==> src/rtl/vga_timing_pkg.sv <==
// rtl/vga_timing_pkg.sv - 640x480@60 raster constants and renderer colour palette
package vga_timing_pkg;

    localparam int COORD_W = 10;

    localparam int H_VIS_DEF  = 640;
    localparam int H_FP_DEF   = 16;
    localparam int H_SYNC_DEF = 96;
    localparam int H_BP_DEF   = 48;
    localparam int V_VIS_DEF  = 480;
    localparam int V_FP_DEF   = 10;
    localparam int V_SYNC_DEF = 2;
    localparam int V_BP_DEF   = 33;

    localparam int H_TOTAL = H_VIS_DEF + H_FP_DEF + H_SYNC_DEF + H_BP_DEF;
    localparam int V_TOTAL = V_VIS_DEF + V_FP_DEF + V_SYNC_DEF + V_BP_DEF;

    // 4:4:4 rgb shared with the snake renderer
    localparam logic [11:0] RGB_BLANK  = 12'h000;
    localparam logic [11:0] RGB_BORDER = 12'h888;
    localparam logic [11:0] RGB_SNAKE  = 12'h0f0;
    localparam logic [11:0] RGB_APPLE  = 12'hf00;

endpackage

==> src/rtl/pix_tick_gen.sv <==
// rtl/pix_tick_gen.sv - system-clock prescaler producing a one-clk pixel enable
module pix_tick_gen #(
    parameter int PIX_DIV = 4
) (
    input  logic clk,
    input  logic rst_n,
    output logic pix_tick
);

    localparam logic [3:0] DIV_LAST = 4'(PIX_DIV - 1);

    logic [3:0] div_cnt;

    always_ff @(posedge clk or negedge rst_n) begin
        if (!rst_n) begin
            div_cnt  <= 4'd0;
            pix_tick <= 1'b0;
        end else begin
            pix_tick <= (div_cnt == DIV_LAST);
            div_cnt  <= (div_cnt == DIV_LAST) ? 4'd0 : div_cnt + 4'd1;
        end
    end

endmodule

==> src/rtl/vga_sync_gen.sv <==
// rtl/vga_sync_gen.sv - free-running raster counters with registered sync and video decode
module vga_sync_gen
    import vga_timing_pkg::*;
#(
    parameter int   PIX_DIV  = 4,
    parameter int   H_VIS    = H_VIS_DEF,
    parameter int   H_FP     = H_FP_DEF,
    parameter int   H_SYNC   = H_SYNC_DEF,
    parameter int   H_BP     = H_BP_DEF,
    parameter int   V_VIS    = V_VIS_DEF,
    parameter int   V_FP     = V_FP_DEF,
    parameter int   V_SYNC   = V_SYNC_DEF,
    parameter int   V_BP     = V_BP_DEF,
    parameter logic SYNC_POL = 1'b0
) (
    input  logic               clk,
    input  logic               rst_n,
    output logic               pix_tick,
    output logic [COORD_W-1:0] pix_x,
    output logic [COORD_W-1:0] pix_y,
    output logic               video_on,
    output logic               hsync,
    output logic               vsync,
    output logic               frame_start
);

    localparam int HT = H_VIS + H_FP + H_SYNC + H_BP;
    localparam int VT = V_VIS + V_FP + V_SYNC + V_BP;

    localparam logic [COORD_W-1:0] ONE      = COORD_W'(1);
    localparam logic [COORD_W-1:0] H_LAST   = COORD_W'(HT - 1);
    localparam logic [COORD_W-1:0] V_LAST   = COORD_W'(VT - 1);
    localparam logic [COORD_W-1:0] H_VIS_L  = COORD_W'(H_VIS);
    localparam logic [COORD_W-1:0] V_VIS_L  = COORD_W'(V_VIS);
    localparam logic [COORD_W-1:0] HS_START = COORD_W'(H_VIS + H_FP);
    localparam logic [COORD_W-1:0] HS_END   = COORD_W'(H_VIS + H_FP + H_SYNC);
    localparam logic [COORD_W-1:0] VS_START = COORD_W'(V_VIS + V_FP);
    localparam logic [COORD_W-1:0] VS_END   = COORD_W'(V_VIS + V_FP + V_SYNC);

    logic [COORD_W-1:0] next_x;
    logic [COORD_W-1:0] next_y;

    pix_tick_gen #(
        .PIX_DIV (PIX_DIV)
    ) u_pix_tick_gen (
        .clk      (clk),
        .rst_n    (rst_n),
        .pix_tick (pix_tick)
    );

    always_comb begin
        next_x = pix_x + ONE;
        next_y = pix_y;
        if (pix_x == H_LAST) begin
            next_x = '0;
            next_y = (pix_y == V_LAST) ? '0 : pix_y + ONE;
        end
    end

    // Decodes use next_x/next_y so they land on the same edge as the coordinates.
    always_ff @(posedge clk or negedge rst_n) begin
        if (!rst_n) begin
            pix_x       <= '0;
            pix_y       <= '0;
            video_on    <= 1'b0;
            hsync       <= ~SYNC_POL;
            vsync       <= ~SYNC_POL;
            frame_start <= 1'b0;
        end else begin
            frame_start <= 1'b0;
            if (pix_tick) begin
                pix_x       <= next_x;
                pix_y       <= next_y;
                video_on    <= (next_x < H_VIS_L) && (next_y < V_VIS_L);
                hsync       <= (next_x >= HS_START && next_x < HS_END) ? SYNC_POL : ~SYNC_POL;
                vsync       <= (next_y >= VS_START && next_y < VS_END) ? SYNC_POL : ~SYNC_POL;
                frame_start <= (next_x == '0) && (next_y == '0);
            end
        end
    end

endmodule

==> config.mk <==
export PLATFORM = sky130hd
export DESIGN_NAME = vga_sync_gen
export DESIGN_NICKNAME = d
export VERILOG_FILES = /design/src/rtl/vga_timing_pkg.sv /design/src/rtl/pix_tick_gen.sv /design/src/rtl/vga_sync_gen.sv
export SDC_FILE = /design/constraint.sdc
export NUM_CORES = 1
export LEC_CHECK = 0
export BUFFER_PORTS_ARGS = -buffer_cell sky130_fd_sc_hd__buf_2
export CORE_MARGIN = 1
export CORE_UTILIZATION = 35
export DETAILED_ROUTE_END_ITERATION = 16
export PLACE_DENSITY_LB_ADDON = 0.12
export SETUP_SLACK_MARGIN = 0.3
export SYNTH_ARGS = -nofsm -noshare
export SYNTH_HDL_FRONTEND = slang
export SYNTH_SLANG_ARGS = --single-unit
==> constraint.sdc <==
create_clock -name clk -period 3.9 [get_ports clk]
set_input_delay 0.78 -clock clk [delete_from_list [all_inputs] [get_ports clk]]
set_output_delay 0.78 -clock clk [all_outputs]
set_load 0.03 [all_outputs]
-- After elaboration in Yosys (flattened, before gate mapping)
Index checks and enable logic that the tools add are counted.
- memories: 0
- latch bits: 0
- word-level logic and storage cells: 33
- bits in writable memories: 0
- bits in registers: 29
- memory bits (read-only): 0
- magnitude comparators: 6
- reduce and logical (&&, ||, !) cells: 6
- add/subtract/negate cells: 3
- muxes and demuxes: 7
- bitwise gates (word level): 0
- multiply operators: 0
- divide/modulo/power cells: 0
- equal/unequal tests: 3
- shifts and indexed selects: 0
- operator list (cell ; number):
    $mux 10 ; 3
    $add 10x1->10 const B ; 2
    $eq 10x10->1 const B ; 2
    $logic_not 10->1 ; 2
    $lt 10x10->1 const B ; 2
    $lt 10x9->1 const B ; 2
    $ge 10x10->1 const B ; 1
    $ge 10x9->1 const B ; 1
    $add 4x1->4 const B ; 1
    $eq 4x2->1 const B ; 1
    $logic_and 1x1->1 ; 4
    $mux 4 ; 1
    $mux 1 ; 3

-- Longest topological paths before layout
Gate-level depths: netlist of the first run.
- depth after elaboration: 6
- gate-level depth with buffers: 9
- mapped depth without buffers: 8

-- Cells and area by module
From an unflattened synthesis of the first run, not the netlist that was laid out.
- cell total of the unflattened synthesis: 220
- area, all modules: 1953.1 sq um
- modules (own cells, without submodules) (module ; area each (sq um) ; times used ; seq. area each (sq um) ; cells an instance):
    vga_sync_gen ; 1764.2 ; 1 ; 603.1 ; 207
    pix_tick_gen ; 188.9 ; 1 ; 125.1 ; 13

-- Least setup slack after synthesis of the first run
OpenSTA, ideal clock, no wires.
- path kind: reg-to-reg
- start: register pix_x[0]
- end: register frame_start
- slack: 1567 ps
- buffers on the path: 2
- stages on the path, launching flop included: 10
- data arrival time: 2238 ps
- clock period less this slack: 2333 ps
- cell sequence: dfrtp_1 ha_1 and4_4 buf_6 and3_1 buf_6 a211oi_2 nor2_1 or3b_1 nor4b_2
- cells in the longest elaborated chain, start to end: 5
- RTL lines (element ; line ; source):
    from (decl) ; vga_sync_gen.sv:19 ; output logic [COORD_W-1:0] pix_x,
    from (signal assigned) ; vga_sync_gen.sv:72 ; pix_x <= next_x;
    $add 10x1->10 or $eq 10x10->1 (tied branches) ; vga_sync_gen.sv:52, vga_sync_gen.sv:54 ;
    $mux 10 ; vga_sync_gen.sv:54 ; if (pix_x == H_LAST) begin
    $logic_not 10->1 ; vga_sync_gen.sv:77 ; frame_start <= (next_x == '0) && (next_y == '0);
    $logic_and 1x1->1 (*) ; vga_sync_gen.sv:77 ;
    $mux 1 (*) ; vga_sync_gen.sv:71 ; if (pix_tick) begin
    to (signal assigned) ; vga_sync_gen.sv:77 ;
    to (decl) ; vga_sync_gen.sv:24 ; output logic frame_start
Mark *: on every way between the ends. The rest lies on a longest branch, timed or not.
A chain may end at the register's enable or synchronous reset.

-- Worst setup path in the final report of the first run
Ends and elaborated chain as after synthesis.

==> reports/qor.csv, run 1 <==
stage,metric,value,unit
global_route,grt_pass1_wl,7.11,mm
floorplanning,die_area,5670,um2
power_and_ir_drop,pwr-share-clk,0.553,
power_and_ir_drop,internal-power,555,uW
critical_path,path_buf_inv,0,
critical_path,cp_slowest_cell,dfrtp_1,
clock_network,clockBufferDepth,2,
yosys,synth_edf_count,0,
clock_network,cts_root_buffer,clkbuf_8,
yosys,dominantRegCellSynth,dfrtp_1,
global_route,grt_max_degree,30,
critical_path,crit_chain,ha_1 -> and4_4 -> nand3_1 -> a21oi_1 -> nor2_1 -> or3b_1 -> nor4b_2,
critical_path,critPathArrivalTime,2.56,ns
power_and_ir_drop,switching_share,0.192,
detailed_routing,dr.pass1.iters,5,
detailed_routing,drc,0,
power_and_ir_drop,seq_power_share,0.438,
timing,timing.final.max_slew_violations,0,
power_and_ir_drop,pwr-share-comb,0.009,
placement,dpl.cell_count,292,
cells_and_area,num_antenna_cells,0,
floorplanning,die_width,75.3,um
timing,tns,0,ns
placement,dpl.hpwl,3.01,mm
global_route,antenna_found_initial,0,
timing,hold_viol_final,0,
placement,gp_congestion,0.828,
clock_network,clock_latency,0.29,ns
critical_path,path_delay_family,simple AND/OR/NAND/NOR gates,
detailed_routing,routed_wl,4.26,mm
cells_and_area,fillers,527,
floorplanning,num_io_pins,27,
critical_path,cp_slowest_stage_delay,0.44,ns
timing,relSlewSlack,0.456,
cells_and_area,areaGrowthSynthToFinish,13.4,%
clock_network,post_cts_buffers,0,
worst_hold_path,hp-class,register to register,
floorplanning,core,5140,um2
critical_path,critPathMaxFanout,13,
detailed_routing,top_layer,met4,
clock_network,post_cts_resized,0,
critical_path,worstReg2RegStart,pix_x[0]$_DFFE_PN0P_,
global_route,grt_usage,0.170,
floorplanning,start_util,0.366,
critical_path,crit_path_start_kind,register,
detailed_routing,drt_iter0_drc,76,
yosys,synth_area_leaders,"dfrtp_1 36%, xnor2_1 6.1%, nand2_1 5.0%",
power_and_ir_drop,fin_total_pwr,687,uW
timing,finClkSkew,0.00697,ns
timing,rsz0062_at_grt,no,
critical_path,critical_path_class,register to register,
yosys,synthDistinctLibCells,50,
timing,fmaxAchievable,422,MHz
detailed_routing,wire_per_inst,14.2,um
timing,worst_slew_pin_slew,0.816,ns
clock_network,cts_buffers,5,
timing,finalCritPeriodShare,0.608,
power_and_ir_drop,p_leak,0.882,nW
critical_path,r2r-end,frame_start$_DFF_PN0_,
detailed_routing,met2WireLength,1.89,mm
yosys,async_flop_share,1.00,
timing,min_period,2.37,ns
yosys,synth-seq-cells,29,
power_and_ir_drop,power_density,322,nW/um2
detailed_routing,routed_via_density,5.32,
yosys,synth_fp_nets,218,
yosys,avgSynthCellArea,8.91,um2
cells_and_area,fin_cells,300,
floorplanning,rows,26,
detailed_routing,met3_length,146,um
power_and_ir_drop,ir_drop,116,uV
global_route,grt-ovfl-total,0,
yosys,yosysWarnings,0,
clock_network,htree_levels,2,
critical_path,cp-end-kind,register,
clock_network,clkSinkCount,29,
cells_and_area,final_nets,236,
floorplanning,die_h,75.3,um
yosys,netlist.area_leader.share,0.360,
detailed_routing,antenna_left,0,
yosys,synthCells,211,
critical_path,reg2reg_slack,1.53,ns
yosys,seq_area_frac_synth,0.387,
detailed_routing,vias,1597,
flow_run,maxCapViolCount,0,
detailed_routing,met1_length,2.17,mm
outcome,outcome,"finished, final reports clean",
worst_hold_path,hold_depth,1,
placement,port-buffer-count,26,
critical_path,worst-r2r-cell-count,7,
cells_and_area,drive_gt1_frac,0.200,
yosys,yosysTopAreaCell,dfrtp_1,
critical_path,worstPathRequired,4.09,ns
clock_network,cts_tree,built,
worst_hold_path,hold_end,u_pix_tick_gen.div_cnt[0]$_DFF_PN0_,
global_route,grt_pass1_vias,1402,
yosys,syn_area,1880,um2
clock_network,ctsHoldBuffers,0,
worst_hold_path,hp-start,u_pix_tick_gen.div_cnt[0]$_DFF_PN0_,
clock_network,path_clk_slew,0.07,ns
timing,setup_violations,0,
power_and_ir_drop,netSwitchingPower,132,uW
how the worst max path moves through the flow:
| stage | to | startpoint | cells after the start | slack (ns) |
|---|---|---|---|---|
| global placement | frame_start$_DFF_PN0_ | pix_x[5]$_DFFE_PN0P_ | 6 | 1.57 |
| global route | frame_start$_DFF_PN0_ | pix_x[0]$_DFFE_PN0P_ | 7 | 1.20 |
| detailed placement | frame_start$_DFF_PN0_ | pix_x[0]$_DFFE_PN0P_ | 7 | 1.50 |
| floorplan | frame_start$_DFF_PN0_ | pix_x[0]$_DFFE_PN0P_ | 9 | 1.57 |
| CTS | frame_start$_DFF_PN0_ | pix_x[0]$_DFFE_PN0P_ | 7 | 1.48 |
| finish | frame_start$_DFF_PN0_ | pix_x[0]$_DFFE_PN0P_ | 7 | 1.53 |
through the flow:
step	setup WS, ns	hold slack [ns]	area, um2	util
2_1_floorplan	1.57	0.433	1880	-
3_3_place_gp	1.57	0.455	2000	0.389
3_5_place_dp	1.50	0.459	2000	0.389
4_1_cts	1.48	0.469	2130	0.415
5_1_grt	1.20	0.501	2130	0.415
6_report	1.53	0.461	2130	0.415
state kept, by name, indices dropped and copies added (netlist names):
name / cells
frame_start: 1
hsync: 1
pix_x: 10
pix_y: 10
u_pix_tick_gen.div_cnt: 4
u_pix_tick_gen.pix_tick: 1
video_on: 1
vsync: 1
Yosys cell counts (2+ instances only):
cell	n
nand4_1	6
o32ai_1	2
buf_2	3
and2_1	2
and2_2	2
o21a_1	2
nand2_1	25
nand3_1	14
and3_1	5
inv_1	7
dfstp_2	2
a21oi_1	11
nor3b_1	3
xor2_1	3
xnor2_1	13
o21ai_0	17
buf_6	5
dfrtp_1	27
a31oi_1	3
or2_2	2
nor3_1	3
clkbuf_1	6
nor2_1	14
o22ai_1	2
ha_1	5
and4_1	2
mux2_2	2
placed cells by master (no fill, tap or decap), types with 2 or more instances in the layout:
master / Yosys / routed
ha_1: 5 / 5
or2_2: 2 / 2
nor3_1: 3 / 3
o21a_1: 2 / 2
inv_1: 7 / 7
buf_2: 3 / 26
dfrtp_1: 27 / 27
nand2_1: 25 / 25
a21oi_1: 11 / 11
xor2_1: 3 / 3
nand3_1: 14 / 14
nand4_1: 6 / 6
and2_1: 2 / 2
and2_2: 2 / 2
and4_1: 2 / 2
bufinv_16: 0 / 2
dfstp_2: 2 / 2
nor2_1: 14 / 14
clkbuf_8: 0 / 5
nor3b_1: 3 / 3
xnor2_1: 13 / 13
a31oi_1: 3 / 3
o32ai_1: 2 / 2
mux2_2: 2 / 2
o22ai_1: 2 / 2
and3_1: 5 / 5
o21ai_0: 17 / 17
layer usage:
layer	global-route usage	up-vias
met3	0.0428	5
li1	-	797
met2	0.252	26
met5	0	-
met1	0.239	769
met4	0.0638	0
kinds of logic (layout without fill, tap and decap cells):
| group | count (synthesis) | in the layout | synth area share |
|---|---|---|---|
| fa+ha+maj | 5 | 5 | 0.0333 |
| flops | 29 | 29 | 0.387 |
| buf+inv | 22 | 41 | 0.0666 |
| compound gates | 49 | 49 | 0.169 |
| simple gates | 87 | 87 | 0.252 |
| mux | 3 | 3 | 0.0173 |
| xor+xnor | 16 | 16 | 0.0746 |
worst register-to-register path, cell delays in order (launching register included):
cell	delay, ns
dfrtp_1	0.44
ha_1	0.25
and4_4	0.28
nand3_1	0.36
a21oi_1	0.24
nor2_1	0.09
or3b_1	0.36
nor4b_2	0.26
layout make-up:
cell class | count | area [um2] | area share
repair buffers | 26 | 130 | 0.0610
flip-flops and latches | 29 | 728 | 0.342
clock inverters | 3 | 65.1 | 0.0305
multi-input cells | 160 | 1030 | 0.481
clock buffers | 5 | 68.8 | 0.0323
well taps | 70 | 87.6 | 0.0411
inverters | 7 | 26.3 | 0.0123
power by group through the flow:
stage	Clock [mW]	Sequential (mW)	Combinational (mW)
global placement	0	0.306	0.00699
detailed placement	0	0.306	0.00686
floorplan	0	0.306	0.000000364
finish	0.380	0.301	0.00609
CTS	0.391	0.301	0.00691
global route	0.403	0.300	0.00784
Power figures use the tool's default switching activity.
==> run 2: changes to the inputs <==
==> constraint.sdc (replaced) <==
create_clock -name clk -period 2.2 [get_ports clk]
set_input_delay 0.44 -clock clk [delete_from_list [all_inputs] [get_ports clk]]
set_output_delay 0.44 -clock clk [all_outputs]
set_load 0.03 [all_outputs]
==> run 2 against run 1 <==
Routed wire length up 20%. Register-to-register slack worse by 1.3 ns. Count of clock-buffer cells in the layout up 3. Die area unchanged. Sequential share of layout area down 5.0 points. Sequential power up 77%. Worst setup slack worse by 1.3 ns. Total power up 41%. Highest routed layer unchanged.
==> reports/qor.csv, run 2 (synthesized netlist as in run 1, its figures left out) <==
stage,metric,value,unit
clock_network,cts_tree,built,
power_and_ir_drop,p_leak,1.08,nW
floorplanning,die_h,75.3,um
global_route,grt-ovfl-total,0,
cells_and_area,drive_gt1_frac,0.414,
clock_network,clock_latency,0.28,ns
critical_path,path_delay_family,simple AND/OR/NAND/NOR gates,
timing,worst_slew_pin_slew,0.663,ns
detailed_routing,antenna_left,0,
clock_network,path_clk_slew,0.06,ns
floorplanning,start_util,0.366,
timing,setup_violations,0,
critical_path,worstPathRequired,2.39,ns
critical_path,cp_slowest_cell,dfrtp_2,
critical_path,path_buf_inv,1,
global_route,grt_max_degree,30,
cells_and_area,num_antenna_cells,0,
outcome,outcome,"finished, final reports clean",
global_route,grt_pass1_vias,1729,
timing,tns,0,ns
placement,dpl.cell_count,315,
timing,finalCritPeriodShare,0.909,
global_route,grt_pass1_wl,8.54,mm
cells_and_area,reg.largest.list,"pix_x (10), pix_y (10), u_pix_tick_gen.div_cnt (4)",
power_and_ir_drop,ir_drop,270,uV
critical_path,crit_path_start_kind,register,
timing,relSlewSlack,0.558,
floorplanning,core,5140,um2
cells_and_area,final_nets,279,
critical_path,critical_path_class,register to register,
critical_path,critPathArrivalTime,2.19,ns
detailed_routing,drc,0,
critical_path,cp_slowest_stage_delay,0.41,ns
critical_path,cp-end-kind,register,
power_and_ir_drop,fin_total_pwr,967,uW
critical_path,critPathMaxFanout,2,
worst_hold_path,hp-class,input port to asynchronous set/reset pin,
placement,dpl.hpwl,3.49,mm
timing,fmaxAchievable,500,MHz
timing,finClkSkew,0.00539,ns
floorplanning,die_area,5670,um2
global_route,grt_usage,0.203,
clock_network,ctsHoldBuffers,0,
cells_and_area,layout_common_cells,"40 x buf_4, 26 x buf_2, 25 x nand2_1",
placement,place_ws,0.0862,ns
timing,min_period,2.00,ns
placement,port-buffer-count,26,
critical_path,crit_chain,inv_2 -> ha_2 -> nor4b_4 -> and4_1 -> o21ai_2 -> nand2_1 -> or3b_1 -> nor4b_2,
cells_and_area,fin_cells,343,
cells_and_area,mostFrequentLayoutCell,buf_4,
detailed_routing,vias,1812,
clock_network,cts_buffers,5,
timing,rsz0062_at_grt,yes,
detailed_routing,routed_wl,5.11,mm
clock_network,clockBufferDepth,2,
floorplanning,rows,26,
power_and_ir_drop,power_density,382,nW/um2
floorplanning,num_io_pins,27,
detailed_routing,dr.pass1.iters,5,
flow_run,maxCapViolCount,0,
cells_and_area,areaGrowthSynthToFinish,34.7,%
detailed_routing,routed_via_density,5.28,
global_route,antenna_found_initial,0,
clock_network,cts_root_buffer,clkbuf_8,
floorplanning,die_width,75.3,um
timing,hold_viol_final,0,
cells_and_area,fillers,522,
clock_network,htree_levels,2,
timing,timing.final.max_slew_violations,0,
detailed_routing,wire_per_inst,14.9,um
detailed_routing,drt_iter0_drc,135,
timing,finalWorstSetupSlack,0.199,ns
placement,gp_congestion,0.894,
clock_network,clkSinkCount,29,
[run 2: where the power goes]
| part | total (mW) | switching [mW] | internal (mW) | leakage, nW |
|---|---|---|---|---|
| Combinational | 0.0109 | 0.0102 | 0.000637 | 0.679 |
| Clock | 0.423 | 0.198 | 0.224 | 0.0395 |
| Sequential | 0.533 | 0 | 0.533 | 0.365 |
| Total | 0.967 | 0.208 | 0.758 | 1.08 |
[run 2: worst register-to-register path: stages (launching register included)]
cell,delay (ns)
dfrtp_2,0.41
inv_2,0.06
ha_2,0.16
nor4b_4,0.24
and4_1,0.29
o21ai_2,0.06
nand2_1,0.09
or3b_1,0.36
nor4b_2,0.24
[run 2: final timing paths]
kind	cells after the start	start	endpoint	slack [ns]
worst max-delay path	8	pix_y[0]$_DFFE_PN0P_	frame_start$_DFF_PN0_	0.20
worst min-delay path	1	rst_n	pix_y[0]$_DFFE_PN0P_	0.19
worst max register to register	8	pix_y[0]$_DFFE_PN0P_	frame_start$_DFF_PN0_	0.20
worst min register to register	1	u_pix_tick_gen.div_cnt[0]$_DFF_PN0_	u_pix_tick_gen.div_cnt[0]$_DFF_PN0_	0.46
max in group asynchronous	1	rst_n	pix_x[1]$_DFFE_PN0P_	1.54
min in group clk	1	u_pix_tick_gen.div_cnt[0]$_DFF_PN0_	u_pix_tick_gen.div_cnt[0]$_DFF_PN0_	0.46
[run 2: metal layers]
metal | vias up | wire (um) | track usage
met5 | - | 0 | 0
met4 | 0 | 72 | 0.0782
met3 | 7 | 246 | 0.0509
met2 | 47 | 2320 | 0.287
met1 | 879 | 2480 | 0.296
li1 | 879 | - | -
[run 2: per-stage QoR]
stage	instance area [um2]	hold WS (ns)	util
floorplan	1930	0.144	-
global placement	2210	0.459	0.429
detailed placement	2210	0.458	0.429
CTS	2440	0.209	0.475
global route	2530	0.249	0.492
finish	2530	0.190	0.492
[run 2: final cells by class]
cell class / count / area (um2) / area share
Multi-Input combinational cell: 160 / 1130 / 0.448
Sequential cell: 29 / 738 / 0.292
Timing Repair Buffer: 69 / 464 / 0.183
Tap cell: 70 / 87.6 / 0.0346
Clock buffer: 8 / 80.1 / 0.0316
Inverter: 7 / 26.3 / 0.0104
[run 2: repair_timing]
| action | 4_1_cts | 5_1_grt |
|---|---|---|
| endpoints found under the setup margin | 4 | 8 |
| setup buffers | 16 | 4 |
| gates resized for setup | 7 | 18 |
| pin swaps | 10 | 8 |
